$ cat src/rtl/kt2_operand_align.sv
// Operand alignment buffer ahead of kt2: four per-channel FIFOs that release
// one operand from every channel together once all four are non-empty.

module kt2_align_fifo #(
    parameter int DEPTH = 8,
    parameter int AW    = $clog2(DEPTH)
) (
    input  logic        clk,
    input  logic        rst,
    input  logic        push,
    input  logic [63:0] din,
    input  logic        pop,
    output logic [63:0] dout,
    output logic        nempty,
    output logic        ovf
);
    logic [63:0] mem [DEPTH];
    logic [AW-1:0] wr_ptr, rd_ptr;
    logic [AW:0]   cnt;
    logic          full, wr_en;

    assign full   = (cnt == (AW+1)'(DEPTH));
    assign nempty = (cnt != '0);
    // A full FIFO still accepts a word when the same cycle pops it.
    assign wr_en  = push && (!full || pop);
    assign dout   = mem[rd_ptr];

    always_ff @(posedge clk) begin
        if (wr_en) mem[wr_ptr] <= din;
    end

    always_ff @(posedge clk) begin
        if (rst) begin
            wr_ptr <= '0;
            rd_ptr <= '0;
            cnt    <= '0;
            ovf    <= 1'b0;
        end else begin
            if (wr_en) wr_ptr <= wr_ptr + AW'(1);
            if (pop)   rd_ptr <= rd_ptr + AW'(1);
            case ({wr_en, pop})
                2'b10:   cnt <= cnt + (AW+1)'(1);
                2'b01:   cnt <= cnt - (AW+1)'(1);
                default: cnt <= cnt;
            endcase
            if (push && !wr_en) ovf <= 1'b1;
        end
    end
endmodule

module kt2_operand_align #(
    parameter int DEPTH = 8,
    parameter int CNT_W = 32
) (
    input  logic             clk,
    input  logic             rst,
    input  logic [63:0]      psi_i_in,
    input  logic             psi_i_in_vld,
    input  logic [63:0]      psi_pow4_in,
    input  logic             psi_pow4_in_vld,
    input  logic [63:0]      alpha_r_in,
    input  logic             alpha_r_in_vld,
    input  logic [63:0]      psi_r_in,
    input  logic             psi_r_in_vld,
    output logic [63:0]      psi_i,
    output logic [63:0]      psi_pow4,
    output logic             psipow4_vld,
    output logic [63:0]      alpha_r,
    output logic             alpha_r_vld,
    output logic [63:0]      psi_r,
    output logic             psi_r_vld,
    output logic [3:0]       ovf,
    output logic [CNT_W-1:0] tuple_cnt
);
    localparam int NUM_LANES = 4;
    localparam int STAGES    = 1;

    // Lane order matches ovf: {psi_r, alpha_r, psi_pow4, psi_i}.
    logic [NUM_LANES-1:0][63:0] din_lane, dout_lane, out_q;
    logic [NUM_LANES-1:0]       push_lane, nempty;
    logic [STAGES:0]            vld_pipe;
    logic                       rel_fire;

    assign push_lane = {psi_r_in_vld, alpha_r_in_vld, psi_pow4_in_vld, psi_i_in_vld};
    assign din_lane  = {psi_r_in, alpha_r_in, psi_pow4_in, psi_i_in};
    assign rel_fire  = &nempty;
    assign vld_pipe[0] = rel_fire;

    for (genvar g = 0; g < NUM_LANES; g++) begin : g_lane
        kt2_align_fifo #(.DEPTH(DEPTH)) u_fifo (
            .clk    (clk),
            .rst    (rst),
            .push   (push_lane[g]),
            .din    (din_lane[g]),
            .pop    (rel_fire),
            .dout   (dout_lane[g]),
            .nempty (nempty[g]),
            .ovf    (ovf[g])
        );
    end

    always_ff @(posedge clk) begin
        if (rst) begin
            vld_pipe[STAGES:1] <= '0;
            out_q              <= '0;
            tuple_cnt          <= '0;
        end else begin
            vld_pipe[STAGES:1] <= vld_pipe[STAGES-1:0];
            if (rel_fire) begin
                out_q     <= dout_lane;
                tuple_cnt <= tuple_cnt + CNT_W'(1);
            end
        end
    end

    assign psi_i       = out_q[0];
    assign psi_pow4    = out_q[1];
    assign alpha_r     = out_q[2];
    assign psi_r       = out_q[3];
    assign psipow4_vld = vld_pipe[STAGES];
    assign alpha_r_vld = vld_pipe[STAGES];
    assign psi_r_vld   = vld_pipe[STAGES];
endmodule

$ cat config.mk
export PLATFORM = sky130hd
export DESIGN_NAME = kt2_operand_align
export DESIGN_NICKNAME = d
export VERILOG_FILES = /design/src/rtl/kt2_operand_align.sv
export SDC_FILE = /design/constraint.sdc
export NUM_CORES = 2
export LEC_CHECK = 0
export ABC_CLOCK_PERIOD_IN_PS = 11400
export BUFFER_PORTS_ARGS = -buffer_cell sky130_fd_sc_hd__buf_2
export CORE_MARGIN = 3
export CORE_UTILIZATION = 49
export DETAILED_ROUTE_END_ITERATION = 8
export PLACE_DENSITY = 0.65
export SETUP_SLACK_MARGIN = 0.3
export SYNTH_ARGS = -nofsm -noshare
export SYNTH_HDL_FRONTEND = slang
export SYNTH_SLANG_ARGS = --single-unit
$ cat constraint.sdc
create_clock -name clk -period 11.4 [get_ports clk]
set_input_delay 1.14 -clock clk [delete_from_list [all_inputs] [get_ports clk]]
set_output_delay 1.14 -clock clk [all_outputs]
set_load 0.005 [all_outputs]
==> results.toml <==
[outcome]
status = "completed"

[synthesis]
synth.net_count = 4610
syn_area_um2 = 89100
yosys.area_share.simple_pct = 2.49
yosys.area.top_type = "edfxtp_1"
ys_warn_count = 0
synth_flop_cell = "edfxtp_1"
synth_xor_area_share_pct = 0.433
synth_mux_area_share_pct = 15.9
synth_top_family_by_area = "multiplexers"
synth-seq-area-share_pct = 76.5
synth_compound_area_share_pct = 2.92
synthCells = 4327
ys_top_cells_by_area = "edfxtp_1 (69%), mux4_2 (13%), dfxtp_1 (7.5%)"
synth.distinct_cells = 48
yosysTopAreaCellShare_pct = 69.0
syn_area_per_cell_um2 = 20.6
synthAdderAreaFrac_pct = 0.329
synth_seq_cells = 2381
synth-edff-count = 2048
async_flop_share_pct = 0

[place]
dp_slack_ns = 6.87
portBuffers = 556
gp_routability_congestion = 0.769
dp_hpwl_um = 108000
placed_area_um2 = 94500

[power_and_ir_drop]
power_density_nw_per_um2 = 177
vdd_ir_drop_max_uv = 167
power.total_w = 0.0181
p_leak_nw = 32.3

[critical_path]
cp_data_arrival_time_ns = 4.97
path_max_fanout = 47
end_kind = "flop"
crit_type = "flop to flop"
setup.worst_path.start_class = "flop"
critPathRequiredTime_ns = 11.85
ff2ff_setup_slack_ns = 6.88

[timing]
hold_viol = 0
tightest_slew_ns = 1.19
slew_headroom_pct = 20.6
fin_ws_ns = 6.88
fmax_mhz = 221
fin_worst_skew_ns = 0.0379
min_period_ns = 4.52
fin_crit_sh_pct = 39.6
drv_slew = 0
fin_tns_setup_ns = 0
setup_viol = 0
rsz0062_at_grt = "no"

[clock_network]
clk_pin_slew_worst_paths_ns = 0.06
post_cts_buffers = 0
root_buffer = "clkbuf_16"
ctsLongestPathBuffers = 3
cts.repair.resized = 0
cts_buffers = 228
htreeDepth = 4
ctsHoldBuffers = 0
cts_tree = "yes"
clock_latency_ns = 0.86
cts.sinks = 2381

[cells_and_area]
final_common_cell = "edfxtp_1"
layout-drive-gt1-share_pct = 30.9
fin_nets = 5219
fin_area_um2 = 102000
layout_common_cells = "edfxtp_1 (2048), buf_2 (555), mux4_2 (512)"
area_delta_synth_final_pct = 14.6
fillers = 13400

[global_routing]
antenna_found_initial = 73
grt_overflow = 0
grt_pass1_vias = 44500
grt_max_degree = 166
grt_pass1_wl_um = 289000
grt_usage_pct = 20.7

[die]
coreArea_um2 = 180000
die_x_um = 432
ioPinCount = 557
start_util_pct = 49.6
rows = 155
dieArea_um2 = 187000
dieHeight_um = 432

[drt]
postRouteAntennaNets = 0
drc = 0
totalWireLength_um = 193000
num_vias = 43100
viasPerCell = 5.72
drtIter0Drc = 3019
firstDrtPassIters = 5
wl_per_cell_um = 25.6

[min_path]
hold_path_class = "flop to flop"

[flow_run]
drv_cap = 0
==> synthesized netlist by cell type (4+ instances only) <==
master	n
dfxtp_1	333
mux4_2	512
buf_4	28
clkbuf_1	130
nor4_1	4
buf_1	6
o21bai_1	4
a21o_1	6
buf_2	85
xnor2_1	17
o211ai_1	6
edfxtp_1	2048
nand3_1	24
and3_1	6
or4_1	4
a211oi_2	42
inv_1	13
mux2i_1	259
a41oi_1	4
a32o_1	4
nor3_1	31
a211oi_1	216
xor2_1	27
nand4_1	18
nor2b_1	5
ha_1	17
fa_1	4
nand2b_1	7
a21oi_1	23
o21ai_0	17
nand2_1	51
nor2_1	340
or3_1	4
a221oi_1	4
buf_6	8
==> layer usage <==
layer | global-route usage (%) | vias up | part of all wire (%)
li1 | - | 19000 | -
met3 | 4.07 | 343 | 5.8
met5 | 0 | - | 0.051
met1 | 27.2 | 22600 | 40
met4 | 6.80 | 14 | 2.8
met2 | 35.0 | 1112 | 51
==> worst max-delay path, cell delays in order (launching register included) <==
cell and delay [ns]:
dfxtp_1 0.44, nor4_2 0.14, nor4_4 0.30, buf_4 0.57, buf_4 0.59, o21ai_0 0.51
nor2_4 0.71, buf_4 0.73
==> area by class of cell <==
| class | instances | area, µm² | area share [%] |
|---|---|---|---|
| multi-input cells | 1674 | 19800 | 19.4 |
| well taps | 2355 | 2950 | 2.89 |
| flip-flops and latches | 2381 | 68200 | 66.8 |
| diodes | 40 | 100 | 0.0980 |
| repair buffers | 636 | 3430 | 3.36 |
| inverters | 15 | 56.3 | 0.0551 |
| clock inverters | 106 | 1130 | 1.10 |
| clock buffers | 328 | 6390 | 6.26 |
==> power by group <==
group / switching, W / internal, W
registers: 0.0000871 / 0.00971
clock network: 0.00317 / 0.00429
logic: 0.000498 / 0.000328
total: 0.00376 / 0.0143
==> sequential cells by signal, summed over array words and instances (netlist names) <==
name,count
g_lane.u_fifo.mem,2048
alpha_r,64
psi_pow4,64
psi_i,64
g_lane.u_fifo.rd_ptr,12
psi_r,64
g_lane.u_fifo.wr_ptr,12
tuple_cnt,32
g_lane.u_fifo.cnt,16
alpha_r_vld,1
g_lane.u_fifo.ovf,4
==> metrics by stage <==
step,utilization (%),instances,hold WS (ns)
detailed placement,52.6,7061,0.460
CTS,56.8,7495,0.444
floorplan,-,4327,0.442
finish,56.9,7535,0.465
global route,56.8,7514,0.492
global placement,52.6,7061,0.457
==> path summary, 6_finish.rpt <==
path / from / to / cells after the start
worst max-delay path: g_lane[1].u_fifo.cnt[3] / g_lane[1].u_fifo.mem[1][4] / 7
worst min-delay path: g_lane[2].u_fifo.ovf / g_lane[2].u_fifo.ovf / 2
worst max register to register: g_lane[1].u_fifo.cnt[3] / g_lane[1].u_fifo.mem[1][4] / 7
worst min register to register: g_lane[2].u_fifo.ovf / g_lane[2].u_fifo.ovf / 2
==> logic make-up after synthesis <==
kind of cell	after synthesis
compound gates	328
xor+xnor	44
fa+ha+maj	21
buf+inv	272
flops	2381
mux	771
simple gates	510
No activity file was read; power rests on OpenSTA's default activity.
